[config.mk]
export PLATFORM = sky130hd
export DESIGN_NAME = clk_div_bank_flat
export DESIGN_NICKNAME = d
export VERILOG_FILES = /design/src/rtl/clk_div_pkg.sv /design/src/rtl/clk_div_bank_if.sv /design/src/rtl/clk_div_chan.sv /design/src/rtl/clk_div_bank.sv /design/src/flat_wrapper.sv
export SDC_FILE = /design/constraint.sdc
export NUM_CORES = 1
export LEC_CHECK = 0
export ABC_AREA = 1
export ABC_CLOCK_PERIOD_IN_PS = 6900
export BUFFER_PORTS_ARGS = -buffer_cell sky130_fd_sc_hd__buf_4
export CAP_MARGIN = 20
export CORE_MARGIN = 4
export CORE_UTILIZATION = 33
export DETAILED_ROUTE_END_ITERATION = 12
export HOLD_SLACK_MARGIN = 0.06
export PLACE_DENSITY_LB_ADDON = 0.15
export SYNTH_ARGS = -nofsm -noshare
export SYNTH_HDL_FRONTEND = slang
export SYNTH_SLANG_ARGS = --single-unit
[constraint.sdc]
create_clock -name clk -period 6.9 [get_ports clk]
set_input_delay 0 -clock clk [delete_from_list [all_inputs] [get_ports clk]]
set_output_delay 0 -clock clk [all_outputs]
set_load 0.005 [all_outputs]
[src/rtl/clk_div_pkg.sv]
// Shared constants, config record and helpers for the clock-divider bank.
package clk_div_pkg;

  localparam int unsigned CFG_DIV_W    = 32;
  localparam int unsigned PKG_DEF_DIV0 = 12_500_000;
  localparam int unsigned PKG_DEF_DIVN = 2;
  localparam bit          PKG_DEF_CASC = 1'b1;

  typedef struct packed {
    logic [CFG_DIV_W-1:0] div;
    logic                 casc;
  } cfg_t;

  // Channel-index width; a single channel still gets one address bit.
  function automatic int unsigned ch_idx_w(input int unsigned n);
    return (n <= 1) ? 32'd1 : 32'($clog2(n));
  endfunction

endpackage

[src/rtl/clk_div_bank_if.sv]
// Control/config and output bundle of the clock-divider bank.
interface clk_div_bank_if #(
  parameter int unsigned N_CH  = 4,
  parameter int unsigned DIV_W = 32
);
  localparam int unsigned CH_W = clk_div_pkg::ch_idx_w(N_CH);

  logic             en;
  logic             sync_clr;
  logic             cfg_we;
  logic [CH_W-1:0]  cfg_ch;
  logic [DIV_W-1:0] cfg_div;
  logic             cfg_casc;
  logic [N_CH-1:0]  tick_o;
  logic [N_CH-1:0]  sq_o;
  logic             cfg_err;

  modport master (
    output en, sync_clr, cfg_we, cfg_ch, cfg_div, cfg_casc,
    input  tick_o, sq_o, cfg_err
  );

  modport slave (
    input  en, sync_clr, cfg_we, cfg_ch, cfg_div, cfg_casc,
    output tick_o, sq_o, cfg_err
  );
endinterface

[src/rtl/clk_div_chan.sv]
// One divider channel: config registers, counter, tick and square-wave outputs.
module clk_div_chan
  import clk_div_pkg::*;
#(
  parameter int unsigned DIV_W    = 32,
  parameter int unsigned RST_DIV  = 2,
  parameter bit          RST_CASC = 1'b0,
  parameter bit          CAN_CASC = 1'b1
) (
  input  logic clk,
  input  logic rst,
  input  logic en_i,
  input  logic clr_i,
  input  logic wr_i,
  input  cfg_t wr_cfg_i,
  input  logic up_tick_i,
  output logic tick_o,
  output logic sq_o
);

  logic [DIV_W-1:0] cnt_q, cnt_d;
  logic [DIV_W-1:0] div_q, div_d;
  logic             casc_q, casc_d;
  logic             tick_q, tick_d;
  logic             sq_q, sq_d;
  logic             src_c;

  // A cascaded channel counts the registered tick of its upstream neighbour.
  assign src_c = en_i & (casc_q ? up_tick_i : 1'b1);

  always_comb begin
    cnt_d  = cnt_q;
    div_d  = div_q;
    casc_d = casc_q;
    tick_d = 1'b0;
    sq_d   = sq_q;
    if (wr_i) begin
      div_d  = DIV_W'(wr_cfg_i.div);
      casc_d = wr_cfg_i.casc & CAN_CASC;
    end
    if (clr_i) begin
      cnt_d = '0;
      sq_d  = 1'b0;
    end else if (wr_i) begin
      cnt_d = '0;
    end else if (src_c) begin
      if (cnt_q == div_q - DIV_W'(1)) begin
        cnt_d  = '0;
        tick_d = 1'b1;
        sq_d   = ~sq_q;
      end else begin
        cnt_d = cnt_q + DIV_W'(1);
      end
    end
  end

  always_ff @(posedge clk or negedge rst) begin
    if (!rst) begin
      cnt_q  <= '0;
      div_q  <= DIV_W'(RST_DIV);
      casc_q <= RST_CASC & CAN_CASC;
      tick_q <= 1'b0;
      sq_q   <= 1'b0;
    end else begin
      cnt_q  <= cnt_d;
      div_q  <= div_d;
      casc_q <= casc_d;
      tick_q <= tick_d;
      sq_q   <= sq_d;
    end
  end

  assign tick_o = tick_q;
  assign sq_o   = sq_q;

endmodule

[src/rtl/clk_div_bank.sv]
// Bank of programmable clock dividers with a cascade chain and a single-cycle config port.
module clk_div_bank
  import clk_div_pkg::*;
#(
  parameter int unsigned N_CH     = 4,
  parameter int unsigned DIV_W    = 32,
  parameter int unsigned DEF_DIV0 = PKG_DEF_DIV0,
  parameter int unsigned DEF_DIVN = PKG_DEF_DIVN,
  parameter bit          DEF_CASC = PKG_DEF_CASC
) (
  input logic           clk,
  input logic           rst,
  clk_div_bank_if.slave bus
);

  localparam int unsigned CH_W = ch_idx_w(N_CH);

  logic            ch_ok_c;
  logic            div_ok_c;
  logic            wr_ok_c;
  logic            err_q, err_d;
  cfg_t            wr_cfg_c;
  logic [N_CH-1:0] tick_w;
  logic [N_CH-1:0] sq_w;

  assign ch_ok_c  = 32'(bus.cfg_ch) < N_CH;
  assign div_ok_c = bus.cfg_div != '0;
  assign wr_ok_c  = bus.cfg_we & ch_ok_c & div_ok_c;
  assign wr_cfg_c = '{div: CFG_DIV_W'(bus.cfg_div), casc: bus.cfg_casc};

  always_comb begin
    err_d = 1'b0;
    if (bus.cfg_we && !(ch_ok_c && div_ok_c)) err_d = 1'b1;
  end

  always_ff @(posedge clk or negedge rst) begin
    if (!rst) err_q <= 1'b0;
    else      err_q <= err_d;
  end

  for (genvar i = 0; i < N_CH; i++) begin : g_ch
    logic up_tick;
    if (i == 0) begin : g_head
      assign up_tick = 1'b0;
    end else begin : g_link
      assign up_tick = tick_w[i-1];
    end

    clk_div_chan #(
      .DIV_W    (DIV_W),
      .RST_DIV  ((i == 0) ? DEF_DIV0 : DEF_DIVN),
      .RST_CASC ((i == 0) ? 1'b0 : DEF_CASC),
      .CAN_CASC (i != 0)
    ) u_chan (
      .clk       (clk),
      .rst       (rst),
      .en_i      (bus.en),
      .clr_i     (bus.sync_clr),
      .wr_i      (wr_ok_c && (bus.cfg_ch == CH_W'(i))),
      .wr_cfg_i  (wr_cfg_c),
      .up_tick_i (up_tick),
      .tick_o    (tick_w[i]),
      .sq_o      (sq_w[i])
    );
  end

  assign bus.tick_o  = tick_w;
  assign bus.sq_o    = sq_w;
  assign bus.cfg_err = err_q;

endmodule
[src/flat_wrapper.sv]
// flat-port wrapper written by rule: the top's interface ports become plain ports
module clk_div_bank_flat import clk_div_pkg::*;
#(
  parameter int unsigned N_CH     = 4,
  parameter int unsigned DIV_W    = 32,
  parameter int unsigned DEF_DIV0 = PKG_DEF_DIV0,
  parameter int unsigned DEF_DIVN = PKG_DEF_DIVN,
  parameter bit          DEF_CASC = PKG_DEF_CASC
)
  (clk, rst, bus_en, bus_sync_clr, bus_cfg_we, bus_cfg_ch, bus_cfg_div, bus_cfg_casc, bus_tick_o, bus_sq_o, bus_cfg_err);
  clk_div_bank_if #(.N_CH(N_CH), .DIV_W(DIV_W)) bus_i ();
  input logic clk;
  input logic rst;
  input wire logic [$bits(bus_i.en)-1:0] bus_en;
  input wire logic [$bits(bus_i.sync_clr)-1:0] bus_sync_clr;
  input wire logic [$bits(bus_i.cfg_we)-1:0] bus_cfg_we;
  input wire logic [$bits(bus_i.cfg_ch)-1:0] bus_cfg_ch;
  input wire logic [$bits(bus_i.cfg_div)-1:0] bus_cfg_div;
  input wire logic [$bits(bus_i.cfg_casc)-1:0] bus_cfg_casc;
  output wire logic [$bits(bus_i.tick_o)-1:0] bus_tick_o;
  output wire logic [$bits(bus_i.sq_o)-1:0] bus_sq_o;
  output wire logic [$bits(bus_i.cfg_err)-1:0] bus_cfg_err;
  assign bus_i.en = bus_en;
  assign bus_i.sync_clr = bus_sync_clr;
  assign bus_i.cfg_we = bus_cfg_we;
  assign bus_i.cfg_ch = bus_cfg_ch;
  assign bus_i.cfg_div = bus_cfg_div;
  assign bus_i.cfg_casc = bus_cfg_casc;
  assign bus_tick_o = bus_i.tick_o;
  assign bus_sq_o = bus_i.sq_o;
  assign bus_cfg_err = bus_i.cfg_err;
  clk_div_bank #(.N_CH(N_CH), .DIV_W(DIV_W), .DEF_DIV0(DEF_DIV0), .DEF_DIVN(DEF_DIVN), .DEF_CASC(DEF_CASC)) u_core (.clk(clk), .rst(rst), .bus(bus_i));
endmodule
Word level (Yosys, flattened, before mapping)
Cells that the tools add are included.
{ "op_classes": {"addsub": 8, "n_eq_ne": 11, "n_mux": 52, "bitwise_logic": 8, "reduce_logical": 24} }
{ "op_table": {"columns": ["op", "count"], "rows": [
  ["$mux W32", 16],
  ["$add A32 B1 Y32 const B", 4],
  ["$eq A32 B32 Y1", 4],
  ["$sub A32 B1 Y32 const B", 4],
  ["$mux W1", 36],
  ["$reduce_bool A32 Y1", 1],
  ["$reduce_bool A2 Y1", 8],
  ["$reduce_and A3 Y1", 4],
  ["$reduce_bool A3 Y1", 4],
  ["$ne A2 B2 Y1 const B", 4],
  ["$logic_and A1 B1 Y1", 5],
  ["$and A1 B1 Y1", 4],
  ["$eq A2 B2 Y1 const B", 2],
  ["$not A1 Y1", 4],
  ["$eq A2 B1 Y1 const B", 1],
  ["$logic_not A2 Y1", 1],
  ["$logic_not A1 Y1", 1]
]} }
{ "totals": {"register_bits": 268, "input_bits": 40, "out_inout_bits": 9, "word_cells": 123} }

Logic depth before layout (Yosys ltp)
Gate-level depths: netlist (run 1).
{ "logic_depth": {"ltp_word": 6, "mapped_depth": 18, "depth_no_buf": 18} }

Cells and area by module
A second synthesis (run 1) with hierarchy kept.
{ "unflattened": {"cells_unflattened": 3061, "hier_area_um2": 21284.2} }
{ "modules_own_cells": {"columns": ["mod", "n_inst", "cells_each", "area_each_um2"], "rows": [
  ["clk_div_chan at u_core.g_ch[2].u_chan ...", 2, 759, 5326.4],
  ["clk_div_chan at u_core.g_ch[1].u_chan", 1, 754, 5378.9],
  ["clk_div_chan at u_core.g_ch[0].u_chan", 1, 741, 5031.1],
  ["clk_div_bank", 1, 48, 221.5]
]} }

Least setup slack after synthesis (run 1)
No wires, ideal clock.
{ "synth_path": {"kind": "register -> register", "from": "register u_core.g_ch[1].u_chan.div_q[1]", "to": "register u_core.g_ch[1].u_chan.cnt_q[5]", "arrival_time_ns": 2.098, "setup_slack_ns": 4.671, "path_stages_with_launch": 14, "synth_period_minus_slack_ns": 2.229, "path_cell_list": "dfstp_2 inv_1 ha_1 or2_2 nand3_1 nand3_1 or2_2 nor2_1 nand2_1 nor2_2 nand2_2 buf_6 nand3_1 o21ai_0"} }
{ "synth_via": {"elab_chain_len": 6} }
{ "synth_lines": {"columns": ["element", "line_no", "source"], "rows": [
  ["start, declared", "clk_div_chan.sv:22", "logic [DIV_W-1:0] div_q, div_d;"],
  ["start signal, assigned", "clk_div_chan.sv:60", "div_q <= DIV_W'(RST_DIV);"],
  ["start signal, assigned", "clk_div_chan.sv:66", "div_q <= div_d;"],
  ["$sub A32 B1 Y32", "clk_div_chan.sv:47", "if (cnt_q == div_q - DIV_W'(1)) begin"],
  ["$eq A32 B32 Y1", "clk_div_chan.sv:47", null],
  ["$mux W32", "clk_div_chan.sv:47", null],
  ["$mux W32", "clk_div_chan.sv:46", "end else if (src_c) begin"],
  ["$mux W32", "clk_div_chan.sv:44", "end else if (wr_i) begin"],
  ["$mux W32", "clk_div_chan.sv:41", "if (clr_i) begin"],
  ["end signal, assigned", "clk_div_chan.sv:65", "cnt_q <= cnt_d;"],
  ["end, declared", "clk_div_chan.sv:21", "logic [DIV_W-1:0] cnt_q, cnt_d;"]
]} }
No other way between the ends. The select of a mux whose other input is x is not followed.
A chain may end at the register's enable or synchronous reset.

Final worst setup path (run 1)
{ "layout_path": {"from": "input bus_cfg_div[0]", "to": "register u_core.g_ch[1].u_chan.cnt_q[23]"} }
{ "layout_via": {"elab_chain_len": 5, "word_cells_on_any_way": 6} }
{ "layout_lines": {"columns": ["element", "line_no", "source"], "rows": [
  ["start, declared", "flat_wrapper.sv:18", "input wire logic [$bits(bus_i.cfg_div)-1:0] bus_cfg_div;"],
  ["$reduce_bool A32 Y1 *", "clk_div_bank.sv:27", "assign div_ok_c = bus.cfg_div != '0;"],
  ["$and A1 B1 Y1 *", "clk_div_bank.sv:28", "assign wr_ok_c = bus.cfg_we & ch_ok_c & div_ok_c;"],
  ["$logic_and A1 B1 Y1 *", "clk_div_bank.sv:59", ".wr_i (wr_ok_c && (bus.cfg_ch == CH_W'(i))),"],
  ["$mux W32", "clk_div_chan.sv:44", null],
  ["$mux W32", "clk_div_chan.sv:41", null]
]} }
Mark *: on every way between the ends. The rest lies on a longest branch, timed or not.

==> results of run 1 <==
[layer usage]
layer | track usage | routed length [um] | vias to the layer above
met1 | 0.2795 | 30860 | 8749
met2 | 0.3405 | 30840 | 407
met5 | 0 | 0 | -
li1 | - | - | 9561
met3 | 0.02415 | 2469 | 113
met4 | 0.07461 | 2589 | 0
[logic make-up (layout without fill, tap and decap cells)]
| family | count (synthesis) | count (layout) | synth area share |
|---|---|---|---|
| flip-flops | 268 | 268 | 0.3369 |
| buffers and inverters | 407 | 477 | 0.08363 |
| adder cells (fa/ha/maj) | 8 | 8 | 0.005011 |
| AND/OR/NAND/NOR | 1808 | 1808 | 0.4042 |
| AO/OA/AOI/OAI | 258 | 258 | 0.06728 |
| XOR/XNOR | 235 | 235 | 0.1030 |
[sequential cells by signal, indices dropped and copies added, names as in the netlist]
register                   flops
u_core.bus.cfg_err             1
u_core.g_ch.u_chan.casc_q      3
u_core.g_ch.u_chan.cnt_q     128
u_core.g_ch.u_chan.div_q     128
u_core.g_ch.u_chan.sq_o        4
u_core.g_ch.u_chan.tick_o      4
[power by group through the flow]
stage / clock [W] / sequential, W / combinational (W)
2_1_floorplan: 0 / 0.00186 / 0.000864
3_3_place_gp: 0 / 0.00199 / 0.00112
3_5_place_dp: 0 / 0.00199 / 0.00113
4_1_cts: 0.00202 / 0.00197 / 0.00115
5_1_grt: 0.00208 / 0.00198 / 0.00132
6_report: 0.00197 / 0.00197 / 0.00115
[cell type report]
class,count,area share
tap,773,0.04288
timing repair buffer,96,0.03806
multi-input combinational,2309,0.5133
inverter,315,0.05248
clock buffer,54,0.04738
clock inverter,12,0.007545
sequential,268,0.2983
[per-stage QoR]
step / hold slack [ns] / setup WS [ns] / total power [W] / std cells
after floorplan: -0.2956 / 4.671 / 0.002726 / 2984
after global placement: 0.1653 / 3.824 / 0.003112 / 3721
after detailed placement: 0.1797 / 3.760 / 0.003122 / 3721
after CTS: 0.1327 / 3.823 / 0.005144 / 3826
after global routing: 0.1834 / 3.430 / 0.005378 / 3827
final: 0.1410 / 3.806 / 0.005090 / 3827
[how the worst min path moves through the flow]
stage                                      to  slack [ns]  cells after the start
2_1_floorplan              u_core.bus.cfg_err       -0.30                      0
3_3_place_gp   u_core.g_ch[3].u_chan.cnt_q[0]        0.17                      1
3_5_place_dp   u_core.g_ch[3].u_chan.cnt_q[0]        0.18                      1
4_1_cts            u_core.g_ch[0].u_chan.sq_o        0.13                      7
5_1_grt            u_core.g_ch[0].u_chan.sq_o        0.18                      7
6_report       u_core.g_ch[3].u_chan.cnt_q[4]        0.14                      2
[cell usage after synthesis (all sizes together), types with 12 or more instances]
master and n:
nand3b 40, clkbuf 61, xor2 167, nor2 472, o21bai 12, nor3 55, nor4 16, dfrtp 250
dfstp 18, nand2 919, o21ai 233, xnor2 68, or2 13, nand3 173, nand4 111, inv 310
buf 31
[cell usage in the layout, fill, tap and decap left out, types with 39 or more instances in the layout]
master / netlist / final
nor2_1: 411 / 410
buf_4: 9 / 54
nand3b_1: 40 / 40
dfrtp_1: 250 / 250
nand4_1: 109 / 109
nor3_1: 49 / 49
nor2_2: 40 / 41
inv_1: 303 / 303
xor2_1: 167 / 167
o21ai_1: 40 / 40
nand3_1: 168 / 168
dlygate4sd3_1: 0 / 39
xnor2_1: 68 / 68
o21ai_0: 191 / 191
nand2_1: 893 / 893
==> reports/summary.txt, run 1 <==
layout cell share with drive strength beyond 1 -> 0.08481
final core occ -> 0.3793
R2R Setup Slk -> 3.97 ns
CP required -> 7.40 ns
leakage -> 10.70 nW
CTS Buffer Depth -> 3
largest net degree at the start of global routing -> 151
vias in the first global route -> 18,291
Via density -> 4.920
CP endpoint -> u_core.g_ch[1].u_chan.cnt_q[23]
core area -> 59,460 um^2
Final Setup Violations -> 0
Synth Warn # -> 0
Switching Share -> 0.3505
Layout area overhead -> 12.92%
Final Hold Fails -> 0
Post-Syn Area -> 19,970 um^2
grt ovf -> 0
Post-Route WL -> 66.76 mm
Placer Congestion -> 0.9462
clk_skew -> 0.02564 ns
Yosys cell types -> 50
Setup crit start kind -> input port
multi-input logic area -> 11,580 um^2
ANT cells -> 0
Mapped Avg Cell Area -> 6.694 um^2
RSZ-0062 raised after global routing -> no
initial antenna violation count -> 0
Clock Tree Root -> clkbuf_16
Die Height -> 254.0 um
R2R Path Start -> u_core.g_ch[1].u_chan.div_q[0]
P per Cell Area -> 225.7 nW/um^2
Design Area, Final -> 22,550 um^2
slowest CP cell -> inv_1
CP delay by family, top -> buffers and inverters
post-CTS resize count -> 0
layout net count -> 3,074
Comb pwr share -> 0.227
switching power total -> 0.001784 W
Post-synth EDFFs -> 0
asr flop ratio synth -> 1.000
IO Pins -> 49
port buffer count -> 48
fmax -> 0.3232 GHz
setup tns final -> 0 ns
DRC viols -> 0
min-delay worst type -> input port to async pin
critical path cell sequence -> dlygate4sd3_1 > buf_4 > inv_1 > nand4_1 > nor2_1 > nand4_1 > nand4_1 > buf_4 > nand2_1 > inv_1 > nand2_1 > nand2_1
area leader, netlist -> dfrtp_1
Seq cells post-synth -> 268
worst-path fanout max -> 68
register area share after synthesis -> 0.3369
Die Width -> 254.0 um
H-tree depth -> 2
worst setup path startpoint -> bus_cfg_div[0]
Setup crit end kind -> register
# hold bufs at CTS -> 39
placed inst area -> 20,900 um^2
Worst VDD drop -> 136.9 uV
global-route wire length before repair -> 104.6 mm
TritonCTS clock tree -> done
period utilization -> 0.4484
clock latency on the worst-skew pair -> 0.57 ns
Total Routing Usage GR -> 0.2061
Num CTS Buffers -> 36
fin crit period -> 3.094 ns
max-cap violations -> 0
total die area -> 64,530 um^2
post-DP HPWL -> 51.28 mm
Pint -> 0.003305 W
Worst Path Class, Setup -> input port to register
r2r worst-path depth -> 15
Post-Syn Instances -> 2,984
Critical Path AT -> 3.59 ns
Fillers -> 6,405
WP buf/inv -> 5
top cells by area, synth -> dfrtp_1 31%, nand2_1 17%, nor2_1 7.7%
relative slew slack -> 0.3602
status -> completed
1st-pass router iterations -> 7
sequential power share -> 0.386
row cnt -> 89
Initial Util -> 0.3359
wire length per cell -> 17.44 um
via count -> 18,830
setup repair bufs after CTS -> 0
cell depth of the worst setup path -> 12
slew at the pin with the worst max-slew slack -> 0.9597 ns
Iter 0 DRT Violations -> 1,351
clock sink total -> 268
R2R Path End -> u_core.g_ch[1].u_chan.cnt_q[21]
count of pins over their slew limit -> 0
clock share of power -> 0.387
Post-Syn Nets -> 3,032
post-route ant nets -> 0
main flop type after synthesis -> dfrtp_1
top cell type's share of synthesized area -> 0.3132
Worst-path clk slew -> 0.06 ns
Worst path max stage delay -> 0.60 ns
Reg area -> 6729 um^2
No activity file was read; power rests on OpenSTA's default activity.
==> run 2: changes to the inputs <==
Settings changed: ABC_CLOCK_PERIOD_IN_PS 6900 to 2500.
Clock period 6.9 ns to 2.5 ns, I/O delays scaled along.
==> reports/summary.txt, run 2 (synthesis results as in run 1) <==
relative slew slack -> 0.6423 (+0.2821)
Die Height -> 254.0 um (unchanged)
Critical Path AT -> 2.81 ns (-0.78 ns)
TritonCTS clock tree -> done
Worst Path Class, Setup -> register to register
Die Width -> 254.0 um (unchanged)
via count -> 19,260 (+2.3%)
Via density -> 4.913 (-0.14%)
Final Setup Violations -> 0 (unchanged)
total die area -> 64,530 um^2 (unchanged)
Fillers -> 6,248 (-2.5%)
Worst-path clk slew -> 0.05 ns (about the same)
multi-input logic area -> 11,990 um^2 (+3.5%)
most frequent cells in the layout -> 884 x nand2_1, 370 x nor2_1, 296 x inv_1
Worst VDD drop -> 405.4 uV (+200%)
Post-Route WL -> 66.56 mm (-0.31%)
period utilization -> 0.9528
IO Pins -> 49 (unchanged)
largest registers -> u_core.g_ch.u_chan.cnt_q: 128 flops, u_core.g_ch.u_chan.div_q: 128 flops
CP required -> 2.93 ns (-4.47 ns)
post-DP HPWL -> 49.87 mm (-2.7%)
clk_skew -> 0.01497 ns (-0.01066 ns)
Setup crit end kind -> register
Final Hold Slack -> 0.08749 ns (-0.05348 ns)
initial antenna violation count -> 3 (+3)
max-cap violations -> 0 (unchanged)
DRC viols -> 0 (unchanged)
Initial Util -> 0.3359 (unchanged)
Iter 0 DRT Violations -> 1,472 (+9.0%)
layout net count -> 3,170 (+3.1%)
clock sink total -> 268 (unchanged)
row cnt -> 89 (unchanged)
largest net degree at the start of global routing -> 67 (-56%)
R2R Setup Slk -> 0.12 ns (-3.85 ns)
Num CTS Buffers -> 35 (-2.8%)
layout cell share with drive strength beyond 1 -> 0.1354 (+0.05056)
worst setup path startpoint -> u_core.g_ch[1].u_chan.div_q[1]
global-route wire length before repair -> 102.8 mm (-1.7%)
count of pins over their slew limit -> 0 (unchanged)
Setup crit start kind -> register
status -> completed
hold path start -> bus_cfg_div[21]
post-route ant nets -> 0 (unchanged)
CP endpoint -> u_core.g_ch[1].u_chan.cnt_q[2]
Layout area overhead -> 19.66%
fin crit period -> 2.382 ns
H-tree depth -> 2 (unchanged)
P per Cell Area -> 591.4 nW/um^2 (+160%)
ANT cells -> 0 (unchanged)
port buffer count -> 48 (unchanged)
vias in the first global route -> 18,410 (+0.65%)
R2R Path Start -> u_core.g_ch[1].u_chan.div_q[1]
Placer Congestion -> 0.9179 (-3.0%)
Final Hold Fails -> 0 (unchanged)
slew at the pin with the worst max-slew slack -> 0.5366 ns (-0.4231 ns)
commonest non-fill, non-tap cell in the layout -> nand2_1
Total Routing Usage GR -> 0.2017 (-0.004448)
wire length per cell -> 16.98 um (-2.7%)
CTS Buffer Depth -> 3 (unchanged)
core area -> 59,460 um^2 (unchanged)
Clock Tree Root -> clkbuf_16
1st-pass router iterations -> 7 (unchanged)
leakage -> 11.31 nW (+5.7%)
min-delay worst type -> input port to register
r2r worst-path depth -> 13 (-2)
Power, Total -> 0.01414 W (+180%)
final core occ -> 0.4019 (+0.02266)
R2R Path End -> u_core.g_ch[1].u_chan.cnt_q[2]
grt ovf -> 0 (unchanged)
clock latency on the worst-skew pair -> 0.56 ns (about the same)
fmax -> 0.4198 GHz
Reg area -> 6738 um^2 (+0.13%)
worst-path fanout max -> 16 (-76%)
-- run 2: cell count changes in the layout (fill, tap and decap cells not counted), moves of 7 or more --
cell     previous run  this run
inv_1             303       296
buf_4              54       130
dfrtp_1           250       243
nor2_1            410       370
nand2_4             4        12
nor2_4             19        39
nor2_2             41        61
dfrtp_2             0         7
nand2_1           893       884
buf_12              1        15
-- run 2: per-layer routing --
metal | up-vias | GRT usage | wire [um]
li1 | 9756 | - | -
met1 | 9018 | 0.2828 | 31320
met2 | 373 | 0.3226 | 30150
met3 | 113 | 0.02405 | 2723
met4 | 0 | 0.07085 | 2360
met5 | - | 0 | 0
-- run 2: per-stage QoR --
stage               area, um^2  instances  setup slack, ns  setup TNS [ns]
floorplan                19970       2984           0.2714               0
global placement         21560       3789          0.01469               0
detailed placement       21560       3789         0.004212               0
CTS                      23180       3892         0.005874               0
global route             23900       3920         -0.04049         -0.5225
finish                   23900       3920           0.1180               0
-- run 2: area by class of cell --
cell class,instances,share of cell area
Multi-Input combinational cell,2310,0.5015
Sequential cell,268,0.2819
Timing Repair Buffer,192,0.07653
Inverter,315,0.04968
Clock buffer,50,0.04371
Tap cell,773,0.04046
Clock inverter,12,0.006229
-- run 2: what timing repair did --
item	4_1_cts	5_1_grt
pin swaps	0	28
hold buffers	41	1
hold endpoints to repair	384	1
setup endpoints to repair	3	135
gates resized for setup	1	112
setup buffers	0	22
gates cloned	0	5
-- run 2: critical path, cell delays in order, from the launching register on --
cell       delay, ns
dfstp_2         0.54
inv_1           0.07
ha_4            0.17
or2_2           0.30
nand3_1         0.07
nand3_1         0.09
or2_2           0.29
nor2_2          0.10
nand2_1         0.09
nor2_4          0.12
nand2_4         0.10
clkbuf_16       0.20
nand3_1         0.07
o21ai_0         0.07
-- run 2: power by group --
group / total [W] / switching, W / internal (W)
Sequential: 0.00529 / 0.000560 / 0.00473
Combinational: 0.00354 / 0.00223 / 0.00131
Clock: 0.00531 / 0.00209 / 0.00322
-- run 2: how the worst min path moves through the flow --
stage                                           to  slack, ns  depth (start not counted)
CTS                             u_core.bus.cfg_err       0.07                          6
finish                          u_core.bus.cfg_err       0.09                          6
global route                    u_core.bus.cfg_err       0.07                          6
detailed placement  u_core.g_ch[3].u_chan.cnt_q[0]       0.05                          1
global placement    u_core.g_ch[3].u_chan.cnt_q[0]       0.05                          1
floorplan                       u_core.bus.cfg_err      -0.30                          0
==> run 3: changes to the inputs <==
Settings changed: CORE_UTILIZATION 33 to 38, HOLD_SLACK_MARGIN 0.06 to default.
==> reports/summary.txt, run 3 (synthesis results as in run 1) <==
IO Pins -> 49 (unchanged)
CP endpoint -> u_core.g_ch[0].u_chan.cnt_q[3]
leakage -> 11.30 nW (about the same)
Cell Count, Final, Fillers Out -> 3,813 (-2.7%)
min-delay worst type -> input port to register
period utilization -> 0.9632 (+0.01041)
R2R Setup Slk -> 0.09 ns (-0.03 ns)
post-DP HPWL -> 48.64 mm (-2.5%)
Iter 0 DRT Violations -> 1,438 (-2.3%)
layout net count -> 3,156 (-0.44%)
P per Cell Area -> 606.0 nW/um^2 (+2.5%)
R2R Path Start -> u_core.g_ch[0].u_chan.div_q[1]
Via density -> 5.026 (+2.3%)
fmax -> 0.4153 GHz (-1.1%)
H-tree depth -> 2 (unchanged)
Die Width -> 237.3 um (-6.6%)
core area -> 51,720 um^2 (-13%)
total die area -> 56,290 um^2 (-13%)
Post-Route WL -> 65.26 mm (-1.9%)
Final Hold Fails -> 0 (unchanged)
placed insts -> 3,692 (-2.6%)
hold depth -> 4 (-2)
global-route wire length before repair -> 101.1 mm (-1.7%)
Final Setup Violations -> 0 (unchanged)
Comb pwr share -> 0.245 (-0.005)
vias in the first global route -> 18,239 (-0.93%)
Worst-path clk slew -> 0.06 ns (about the same)
R2R Path End -> u_core.g_ch[0].u_chan.cnt_q[3]
switching power total -> 0.004840 W (-0.75%)
relative slew slack -> 0.6368 (-0.005506)
grt ovf -> 0 (unchanged)
CTS Buffer Depth -> 3 (unchanged)
Pint -> 0.009488 W (+2.5%)
fin crit period -> 2.408 ns (+0.02603 ns)
clock latency on the worst-skew pair -> 0.57 ns (about the same)
largest registers -> u_core.g_ch.u_chan.cnt_q: 128 flops, u_core.g_ch.u_chan.div_q: 128 flops
wire length per cell -> 17.12 um (+0.80%)
Switching Share -> 0.3378 (-0.007211)
CP required -> 2.94 ns (about the same)
Final Hold Slack -> 0.02846 ns (-0.05903 ns)
Num CTS Buffers -> 34 (-2.9%)
status -> completed
r2r worst-path depth -> 14 (+1)
Layout area overhead -> 18.38%
Initial Util -> 0.3862 (+0.05032)
Setup crit start kind -> register
max-cap violations -> 0 (unchanged)
initial antenna violation count -> 0 (-3)
sequential power share -> 0.369 (-0.005)
worst setup path startpoint -> u_core.g_ch[0].u_chan.div_q[1]
via count -> 19,164 (-0.50%)
count of pins over their slew limit -> 0 (unchanged)
Die Height -> 237.3 um (-6.6%)
most frequent cells in the layout -> 885 x nand2_1, 381 x nor2_1, 299 x inv_1
1st-pass router iterations -> 6 (-1)
commonest non-fill, non-tap cell in the layout -> nand2_1
row cnt -> 83 (-6.7%)
Placer Congestion -> 0.9039 (-1.5%)
largest net degree at the start of global routing -> 70 (+4.5%)
Worst Path Class, Setup -> register to register
Setup crit end kind -> register
Worst VDD drop -> 459.7 uV (+13%)
worst-path fanout max -> 16 (unchanged)
DRC viols -> 0 (unchanged)
TritonCTS clock tree -> done
post-route ant nets -> 0 (unchanged)
Critical Path AT -> 2.85 ns (+0.04 ns)
clock share of power -> 0.386 (+0.011)
layout cell share with drive strength beyond 1 -> 0.1277 (-0.007653)
Total Routing Usage GR -> 0.2242 (+0.02254)
clk_skew -> 0.02884 ns (+0.01386 ns)
Clock Tree Root -> clkbuf_16
slew at the pin with the worst max-slew slack -> 0.5448 ns (+0.008259 ns)
port buffer count -> 48 (unchanged)
RSZ-0062 raised after global routing -> yes
clock sink total -> 268 (unchanged)
run 3: cell type report:
type | instances | area (um^2)
timing repair inverter | 1 | 7.507
sequential | 268 | 6738
multi-input combinational | 2310 | 11940
tap | 680 | 850.8
fill | 5307 | 28070
antenna | 1 | 2.502
timing repair buffer | 178 | 1684
clock inverter | 11 | 209.0
inverter | 315 | 1187
clock buffer | 49 | 1031
run 3: through the flow:
stage / utilization / setup WS [ns] / TNS, ns / total power, W / area, um^2
floorplan: - / 0.2714 / 0 / 0.007524 / 19970
CTS: 0.4450 / 0.04580 / 0 / 0.01427 / 23010
detailed placement: 0.4133 / 0.05173 / 0 / 0.008580 / 21370
global route: 0.4572 / -0.03630 / -0.7025 / 0.01517 / 23640
global placement: 0.4133 / 0.09016 / 0 / 0.008539 / 21370
finish: 0.4572 / 0.09194 / 0 / 0.01433 / 23650
run 3: how the worst min path moves through the flow:
stage / start / end
finish: bus_cfg_div[0] / u_core.g_ch[1].u_chan.div_q[0]
global route: bus_cfg_div[31] / u_core.g_ch[0].u_chan.div_q[31]
CTS: bus_cfg_div[0] / u_core.g_ch[1].u_chan.div_q[0]
detailed placement: rst / u_core.g_ch[1].u_chan.cnt_q[29]
global placement: rst / u_core.g_ch[1].u_chan.cnt_q[29]
floorplan: rst / u_core.bus.cfg_err
run 3: routing by layer:
layer	wire length [um]	track usage
met1	30580	0.3178
met2	29580	0.3553
met3	2962	0.02669
met4	2139	0.07891
met5	0	0
run 3: power groups by stage:
stage	Sequential [W]	Combinational [W]	Clock [W]
after global routing	0.00535	0.00396	0.00585
after CTS	0.00525	0.00333	0.00568
after global placement	0.00532	0.00322	0
after detailed placement	0.00533	0.00325	0
after floorplan	0.00514	0.00238	0
final	0.00529	0.00350	0.00553
run 3: critical path, stage by stage (launching register included):
cell     delay, ns
dfrtp_1       0.42
inv_1         0.11
ha_4          0.16
nand3_4       0.11
nor2_4        0.20
nand2_4       0.13
o21ai_2       0.13
nand2_1       0.11
nor2_1        0.12
nand3_1       0.15
nor2_4        0.26
buf_12        0.15
nand2_8       0.10
nand4_1       0.10
nand2_1       0.05
run 3: timing repair:
action                                 CTS  global route
setup buffers                            0            15
endpoints found under the hold margin  378             0
setup endpoints to repair                0           133
hold buffers                            38             0
gates resized for setup                  0            98
